**config.mk**
```make
export PLATFORM = sky130hd
export DESIGN_NAME = clk_div_monitor
export DESIGN_NICKNAME = d
export VERILOG_FILES = /design/src/rtl/clk_div_pkg.sv /design/src/rtl/clk_div_sync_edge_det.sv /design/src/rtl/clk_div_monitor.sv
export SDC_FILE = /design/constraint.sdc
export NUM_CORES = 1
export LEC_CHECK = 0
export ABC_CLOCK_PERIOD_IN_PS = 2100
export BUFFER_PORTS_ARGS = -buffer_cell sky130_fd_sc_hd__buf_4
export CAP_MARGIN = 20
export CORE_MARGIN = 1.5
export CORE_UTILIZATION = 50
export CTS_CLUSTER_DIAMETER = 60
export CTS_CLUSTER_SIZE = 40
export DETAILED_ROUTE_END_ITERATION = 12
export GPL_TIMING_DRIVEN = 0
export HOLD_SLACK_MARGIN = 0.03
export PLACE_DENSITY = 0.71
export SYNTH_ARGS = -nofsm -noshare
export SYNTH_HDL_FRONTEND = slang
export SYNTH_SLANG_ARGS = --single-unit
```
**constraint.sdc**
```tcl
create_clock -name i_clk -period 2.1 [get_ports i_clk]
set_clock_uncertainty 0.1 [all_clocks]
set_input_delay 0.105 -clock i_clk [delete_from_list [all_inputs] [get_ports i_clk]]
set_output_delay 0.105 -clock i_clk [all_outputs]
set_load 0.005 [all_outputs]
```
**src/rtl/clk_div_pkg.sv**
```systemverilog
// Shared types and helpers for the integer clock-divider family.
package clk_div_pkg;

  typedef enum logic [1:0] {
    IDLE = 2'd0,
    SEEK = 2'd1,
    MEAS = 2'd2,
    LOCK = 2'd3
  } state_e;

  // Counter width able to hold the saturation value 2*ratio.
  function automatic int cw_for(input int ratio);
    return $clog2(2 * ratio + 1);
  endfunction

endpackage

```
**src/rtl/clk_div_sync_edge_det.sv**
```systemverilog
// Synchronizes an asynchronous level into i_clk and flags its rising edges.
module sync_edge_det
  import clk_div_pkg::*;
#(
  parameter int SYNC_STAGES = 2
) (
  input  logic i_clk,
  input  logic i_rst,
  input  logic i_async,
  output logic o_sync,
  output logic o_rise
);

  logic [SYNC_STAGES-1:0] sync_r;
  logic                   hist_r;

  // Synchronizer chain plus one history flop for edge detection
  always_ff @(posedge i_clk) begin
    if (i_rst) begin
      sync_r <= '0;
      hist_r <= 1'b0;
    end else begin
      sync_r <= {sync_r[SYNC_STAGES-2:0], i_async};
      hist_r <= sync_r[SYNC_STAGES-1];
    end
  end

  assign o_sync = sync_r[SYNC_STAGES-1];
  assign o_rise = sync_r[SYNC_STAGES-1] & ~hist_r;

endmodule

```
**src/rtl/clk_div_monitor.sv**
```systemverilog
// Measures the period of a divided clock in source-clock cycles and reports
// lock, sticky out-of-tolerance error and missing-edge timeout.
module clk_div_monitor
  import clk_div_pkg::*;
#(
  parameter int RATIO       = 8,
  parameter int TOL         = 1,
  parameter int LOCK_CNT    = 4,
  parameter int SYNC_STAGES = 2
) (
  input  logic                     i_clk,
  input  logic                     i_rst,
  input  logic                     i_en,
  input  logic                     i_div_clk,
  input  logic                     i_clr_err,
  output logic [cw_for(RATIO)-1:0] o_period,
  output logic                     o_period_vld,
  output logic                     o_locked,
  output logic                     o_err,
  output logic                     o_timeout
);

  localparam int CW     = cw_for(RATIO);
  localparam int GW     = $clog2(LOCK_CNT + 1);
  localparam int TOL_LO = RATIO - TOL;
  localparam int TOL_HI = RATIO + TOL;
  localparam logic [CW-1:0] MAXP_V = CW'(2 * RATIO);
  localparam logic [GW-1:0] LOCK_V = GW'(LOCK_CNT);

  state_e          state_r;
  logic [CW-1:0]   cnt_r;
  logic [CW-1:0]   cnt_nxt_s;
  logic [GW-1:0]   good_cnt_r;
  logic [GW-1:0]   good_nxt_s;
  logic            rise_s;
  logic            in_tol_s;
  logic            sync_unused_s;

  sync_edge_det #(
    .SYNC_STAGES(SYNC_STAGES)
  ) u_sync (
    .i_clk  (i_clk),
    .i_rst  (i_rst),
    .i_async(i_div_clk),
    .o_sync (sync_unused_s),
    .o_rise (rise_s)
  );

  // Next counter value, tolerance window and saturating good-period streak
  always_comb begin
    in_tol_s = (int'(cnt_r) >= TOL_LO) && (int'(cnt_r) <= TOL_HI);
    if (rise_s) begin
      cnt_nxt_s = CW'(1);
    end else if (cnt_r == MAXP_V) begin
      cnt_nxt_s = MAXP_V;
    end else begin
      cnt_nxt_s = cnt_r + 1'b1;
    end
    if (!in_tol_s) begin
      good_nxt_s = '0;
    end else if (good_cnt_r >= LOCK_V) begin
      good_nxt_s = LOCK_V;
    end else begin
      good_nxt_s = good_cnt_r + 1'b1;
    end
  end

  // Monitor FSM with registered outputs; a set of o_err overrides a clear
  always_ff @(posedge i_clk) begin
    if (i_rst) begin
      state_r      <= IDLE;
      cnt_r        <= '0;
      good_cnt_r   <= '0;
      o_period     <= '0;
      o_period_vld <= 1'b0;
      o_locked     <= 1'b0;
      o_err        <= 1'b0;
      o_timeout    <= 1'b0;
    end else begin
      o_period_vld <= 1'b0;
      if (i_clr_err) begin
        o_err <= 1'b0;
      end
      if (!i_en) begin
        state_r    <= IDLE;
        cnt_r      <= '0;
        good_cnt_r <= '0;
        o_locked   <= 1'b0;
        o_timeout  <= 1'b0;
      end else begin
        case (state_r)
          IDLE: begin
            cnt_r      <= '0;
            good_cnt_r <= '0;
            o_locked   <= 1'b0;
            o_timeout  <= 1'b0;
            state_r    <= SEEK;
          end
          SEEK: begin
            cnt_r <= cnt_nxt_s;
            if (rise_s) begin
              o_timeout <= 1'b0;
              state_r   <= MEAS;
            end
          end
          MEAS, LOCK: begin
            cnt_r <= cnt_nxt_s;
            // A rise on the saturation cycle is a measurement, not a timeout
            if (rise_s) begin
              o_period     <= cnt_r;
              o_period_vld <= 1'b1;
              o_timeout    <= 1'b0;
              good_cnt_r   <= good_nxt_s;
              if (!in_tol_s) begin
                o_err    <= 1'b1;
                o_locked <= 1'b0;
                state_r  <= MEAS;
              end else if (good_nxt_s == LOCK_V) begin
                o_locked <= 1'b1;
                state_r  <= LOCK;
              end
            end else if (cnt_r == MAXP_V) begin
              o_locked   <= 1'b0;
              o_timeout  <= 1'b1;
              good_cnt_r <= '0;
              state_r    <= SEEK;
            end
          end
          default: begin
            state_r <= IDLE;
          end
        endcase
      end
    end
  end

endmodule

```
After elaboration in Yosys (flattened, before gate mapping)
Index checks and enable logic that the tools add are counted.
{"block": "op_classes", "add_sub_neg": 2, "magnitude_cmp": 3, "eq_ne": 8, "n_mux": 29, "bitwise": 4, "reduce_logical": 12}
{"cell": "1-bit two-way mux", "n": 13}
{"cell": "3-bit two-way mux", "n": 4}
{"cell": "2-bit two-way mux", "n": 5}
{"cell": "5-bit two-way mux", "n": 2}
{"cell": "5-bit case mux with 2 select lines", "n": 1}
{"cell": "3-bit AND reduction", "n": 3}
{"cell": "2-bit case mux with 3 select lines", "n": 1}
{"cell": "3-bit case mux with 2 select lines", "n": 1}
{"cell": "3-bit OR reduction", "n": 2}
{"cell": "5-bit by 1-bit adder with 5-bit output (second input constant)", "n": 1}
{"cell": "5-bit == test (second input constant)", "n": 1}
{"cell": "5-bit by 3-bit greater-or-equal comparator with 1-bit output (second input constant)", "n": 1}
{"cell": "5-bit by 4-bit <= comparator with 1-bit output (second input constant)", "n": 1}
{"cell": "2-bit == test (second input constant)", "n": 2}
{"cell": "4-bit != test (second input constant)", "n": 1}
{"cell": "2-bit AND reduction", "n": 2}
{"cell": "2-bit OR reduction", "n": 2}
{"cell": "3-bit by 1-bit adder with 3-bit output (second input constant)", "n": 1}
{"cell": "3-bit == test (second input constant)", "n": 1}
{"cell": "3-bit greater-or-equal comparator (second input constant)", "n": 1}
{"cell": "3-bit != test (second input constant)", "n": 1}
{"cell": "1-bit inverter", "n": 3}
{"cell": "1-bit case mux with 3 select lines", "n": 1}
{"cell": "2-bit by 1-bit == test with 1-bit output (second input constant)", "n": 1}
{"cell": "6 further kinds", "n": 6}
{"block": "word_totals", "regBits": 22, "in_bits": 5, "output_inout_bits": 9, "wordCells": 68}

Logic depth before layout (Yosys ltp)
{"block": "logic_depth", "depth_word": 8, "mapped_depth": 6, "mapped_depth_nobuf": 6}

Cells and area by module
Synthesis repeated with hierarchy kept, for this count alone.
{"block": "unflattened", "hier_cells": 104, "hier_area_um2": 991.0}
{"module": "clk_div_monitor", "n_inst": 1, "cells_each": 97, "area_per_inst_um2": 903.4, "seq_area_each_um2": 380.4}
{"module": "sync_edge_det", "n_inst": 1, "cells_each": 7, "area_per_inst_um2": 87.6, "seq_area_each_um2": 60.1}

Worst setup path after synthesis
OpenSTA, ideal clock, no wires.
{"block": "synth_path", "path_kind": "reg-to-reg", "start": "reg cnt_r[2]", "end": "reg state_r[0]", "arrival_ps": 1303, "setup_slack_ps": 617, "stages_incl_launch_ff": 6, "period_less_slack_ps": 1483, "path_cell_list": "dfxtp_1 > buf_4 > or3b_4 > o2bb2ai_4 > o31ai_1 > a211oi_2"}
{"block": "synth_via", "elab_chain_len": 6, "elab_cells_between_ends": 12, "classes_between": "2 x order compare; 4 x eq/ne; 4 x mux; 2 x reduce/logical"}
{"item": "start, declared", "line_no": "clk_div_monitor.sv:31", "rtl": "logic [CW-1:0] cnt_r;"}
{"item": "start signal, assigned", "line_no": "clk_div_monitor.sv:100", "rtl": "cnt_r <= cnt_nxt_s;"}
{"item": "start signal, assigned", "line_no": "clk_div_monitor.sv:107", "rtl": "cnt_r <= cnt_nxt_s;"}
{"item": "5-bit by 3-bit greater-or-equal comparator with 1-bit output or 5-bit by 4-bit <= comparator with 1-bit output (tied branches)", "line_no": "clk_div_monitor.sv:51", "rtl": "in_tol_s = (int'(cnt_r) >= TOL_LO) && (int'(cnt_r) <= TOL_HI);"}
{"item": "1-bit logical AND", "line_no": "clk_div_monitor.sv:51"}
{"item": "3-bit two-way mux", "line_no": "clk_div_monitor.sv:59", "rtl": "if (!in_tol_s) begin"}
{"item": "3-bit == test", "line_no": "clk_div_monitor.sv:118", "rtl": "end else if (good_nxt_s == LOCK_V) begin"}
{"item": "4-bit != test (no line)"}
{"item": "3-bit AND reduction (no line)"}
{"item": "end signal, assigned", "line_no": "clk_div_monitor.sv:117", "rtl": "state_r <= MEAS;"}
{"item": "end signal, assigned", "line_no": "clk_div_monitor.sv:120", "rtl": "state_r <= LOCK;"}
{"item": "end signal, assigned", "line_no": "clk_div_monitor.sv:126", "rtl": "state_r <= SEEK;"}
{"item": "end, declared", "line_no": "clk_div_monitor.sv:30", "rtl": "state_e state_r;"}
Parallel ways exist; a longest one is shown, timed or not.
A chain may end at the register's enable or synchronous reset.

Worst setup path after layout
Same ends and word-level chain as after synthesis.

==> metrics.yaml <==
cp_top_family: "compound AO/OA/AOI/OAI gates"
dpl.hpwl_microns: 1400
r2r_end: "state_r[0]$_SDFFE_PP0P_"
clock-sinks: 22
required_ns: 2.23
drc: 0
post-cts-setup-buffers: 0
numCtsBuffers: 3
wl_microns: 1880
postRouteAntennaNets: 0
worstSetupPathType: "reg -> reg"
drt-pass1-iter-count: 4
post_drt_wl_per_cell_microns: 11.9
tritoncts: "built"
power_density_mw_per_mm2: 642
clk_pin_slew_ns: 0.14
nets: 142
grt_pass1_vias: 664
slew_violations: 0
h-tree-depth: 1
syn_area_sq_mm: 0.00100
drive_gt1_share_pct: 16.8
ys_types: 32
std_cell_rows: 16
clock.fmax_mhz: 621
diodes: 0
finalSetupViolCount: 0
worstMarginPinSlew_ns: 0.473
p_leak_nw: 0.460
final.min_clock_period_ns: 1.61
cp-end-kind: "flip-flop"
status: "finished, final reports clean"
cts-root-buf: "clkbuf_4"
arrival_ns: 1.74
synthToLayoutAreaGrowth_pct: 21.3
grt_max_degree: 14
syn-num-nets: 121
post-route-period-util_pct: 76.7
ys_seq_elements: 22
syn_inst: 111
power_w: 0.000781
portBuffers: 13
cp_num_buf_inv: 1
slowest_delay_ns: 0.39
holdWs_ns: 0.0595
critPathMaxFanout: 8
rrSetupSlack_ns: 0.49
r2r.worst_path.cells: 5
start_util_pct: 52.1
die_h_microns: 47.8
critical_path.cell_chain: "buf_4, or3b_4, o2bb2ai_4, o31ai_1, a211oi_2"
synth_area_per_cell_sq_um: 9.03
rr_startpoint: "cnt_r[2]$_SDFF_PP0_"
grt_remaining_overflow: 0
ios: 14
max_slew_margin_pct: 68.2
die_w_microns: 47.8
insertion_delay_ns: 0.30
grt_pass1_wl_microns: 2830
die-area_sq_mm: 0.00228
gp_congestion: 0.734
holdPathEnd: "good_cnt_r[1]$_SDFFE_PP0P_"
hold_violations: 0
drv_cap: 0
holdPathStages: 3
crit_slowest_cell: "or3b_4"
antenna_found_initial: 0
hp-class: "in -> reg"
worst_setup_path_start_kind: "flip-flop"
final.setup.tns_ns: 0
viasPerCell: 5.13
ys_warn_count: 0
grt_usage_pct: 17.7
peakVddDrop_v: 0.000581
hold_start: "i_rst"
rsz0062_at_grt: "false"
clk_path_buf_depth: 2
coreArea_sq_mm: 0.00192
yosysSeqAreaShare_pct: 43.9
drt_iter0_markers: 9
vias: 810
final_util_pct: 63.3
==> synthesized netlist by cell type (all sizes together) <==
library cell	n	share of area [%]
a31o	1	0.87
dfxtp	22	44
xnor2	1	0.87
or3	1	0.62
nor4b	1	0.87
a21oi	10	5.0
nor2b	6	3.7
o32ai	1	0.87
buf	2	1.2
o2111ai	1	0.87
nand2b	2	1.2
nand2	10	3.7
o2bb2ai	1	2.7
nor3	3	1.5
ha	5	6.2
or3b	1	1.1
nand4b	1	0.87
nor2	6	2.2
and3b	1	0.87
o31ai	1	0.75
inv	6	2.2
nand3	11	5.5
o21ai	2	1.0
xor2	2	1.7
o21bai	1	0.75
clkbuf	3	1.1
a32oi	1	0.87
nor3b	3	2.2
nand4bb	1	1.1
nand4	3	1.9
a211oi	1	1.2
==> flip-flops by register name, summed over array words and instances (netlist names), 2 cells and up <==
signal         flops
cnt_r              5
good_cnt_r         3
o_period           5
state_r            2
u_sync.sync_r      2
==> cell usage in the layout (no fill, tap or decap), types with 3 or more instances in the layout <==
cell and n:
clkbuf_4 3, buf_4 14, ha_1 5, nor2_1 6, nor3_1 3, nor3b_1 3, nor2b_1 6, inv_1 6
dfxtp_1 22, a21oi_1 10, dlygate4sd3_1 3, nand4_1 3, nand2_1 10, clkbuf_1 3, nand3_1 11
==> per-layer routing <==
metal | share of wire, % | up-vias | track usage (%)
met1 | 48 | 370 | 24.2
met3 | 2.0 | 2 | 4.53
met4 | 0.43 | 0 | 1.62
li1 | - | 432 | -
met5 | 0 | - | 0
met2 | 50 | 6 | 29.3
==> how the worst max path moves through the flow <==
stage / to / cells after the start / slack [ns] / from
after floorplan: state_r[0]$_SDFFE_PP0P_ / 5 / 0.62 / cnt_r[2]$_SDFF_PP0_
after global placement: state_r[0]$_SDFFE_PP0P_ / 5 / 0.52 / cnt_r[2]$_SDFF_PP0_
after detailed placement: state_r[0]$_SDFFE_PP0P_ / 5 / 0.50 / cnt_r[2]$_SDFF_PP0_
after CTS: state_r[0]$_SDFFE_PP0P_ / 5 / 0.48 / cnt_r[2]$_SDFF_PP0_
after global routing: state_r[0]$_SDFFE_PP0P_ / 6 / 0.35 / cnt_r[0]$_SDFF_PP0_
final: state_r[0]$_SDFFE_PP0P_ / 5 / 0.49 / cnt_r[2]$_SDFF_PP0_
==> layout make-up <==
class / instances / area, sq um
clock inverters: 1 / 30.0
fillers: 185 / 706
well taps: 27 / 33.8
repair buffers: 16 / 128
clock buffers: 3 / 22.5
inverters: 6 / 22.5
flip-flops and latches: 22 / 440
multi-input cells: 78 / 515
plain buffers: 5 / 23.8
==> power by group <==
| part | total (W) | switching [W] | internal (W) |
|---|---|---|---|
| clock | 0.000322 | 0.000130 | 0.000193 |
| sequential | 0.000425 | 0.00000390 | 0.000422 |
| combinational | 0.0000331 | 0.0000166 | 0.0000165 |
| total | 0.000781 | 0.000150 | 0.000631 |
==> worst register-to-register path, stage by stage (launching register included) <==
cell       delay, ns
dfxtp_1         0.33
buf_4           0.14
or3b_4          0.40
o2bb2ai_4       0.25
o31ai_1         0.13
a211oi_2        0.21
==> cells by family (layout without fill, tap and decap cells) <==
group | count (synthesis) | after routing | share of synthesized area (%)
AND/OR/NAND/NOR | 50 | 50 | 27.6
flip-flops | 22 | 22 | 43.9
AO/OA/AOI/OAI | 20 | 20 | 15.0
buffers and inverters | 11 | 31 | 4.62
adder cells (fa/ha/maj) | 5 | 5 | 6.24
XOR/XNOR | 3 | 3 | 2.62
==> per-stage QoR <==
stage / setup WS, ns / instance area (sq um) / instances
finish: 0.488 / 1220 / 158
global route: 0.349 / 1220 / 158
CTS: 0.475 / 1220 / 158
detailed placement: 0.502 / 1130 / 151
global placement: 0.518 / 1130 / 151
floorplan: 0.617 / 1000 / 111
==> timing repair <==
item,4_1_cts,5_1_grt
gates resized for setup,0,0
hold endpoints to repair,7,0
hold buffers,3,0
Note: power is estimated with default switching activity, not from simulation.
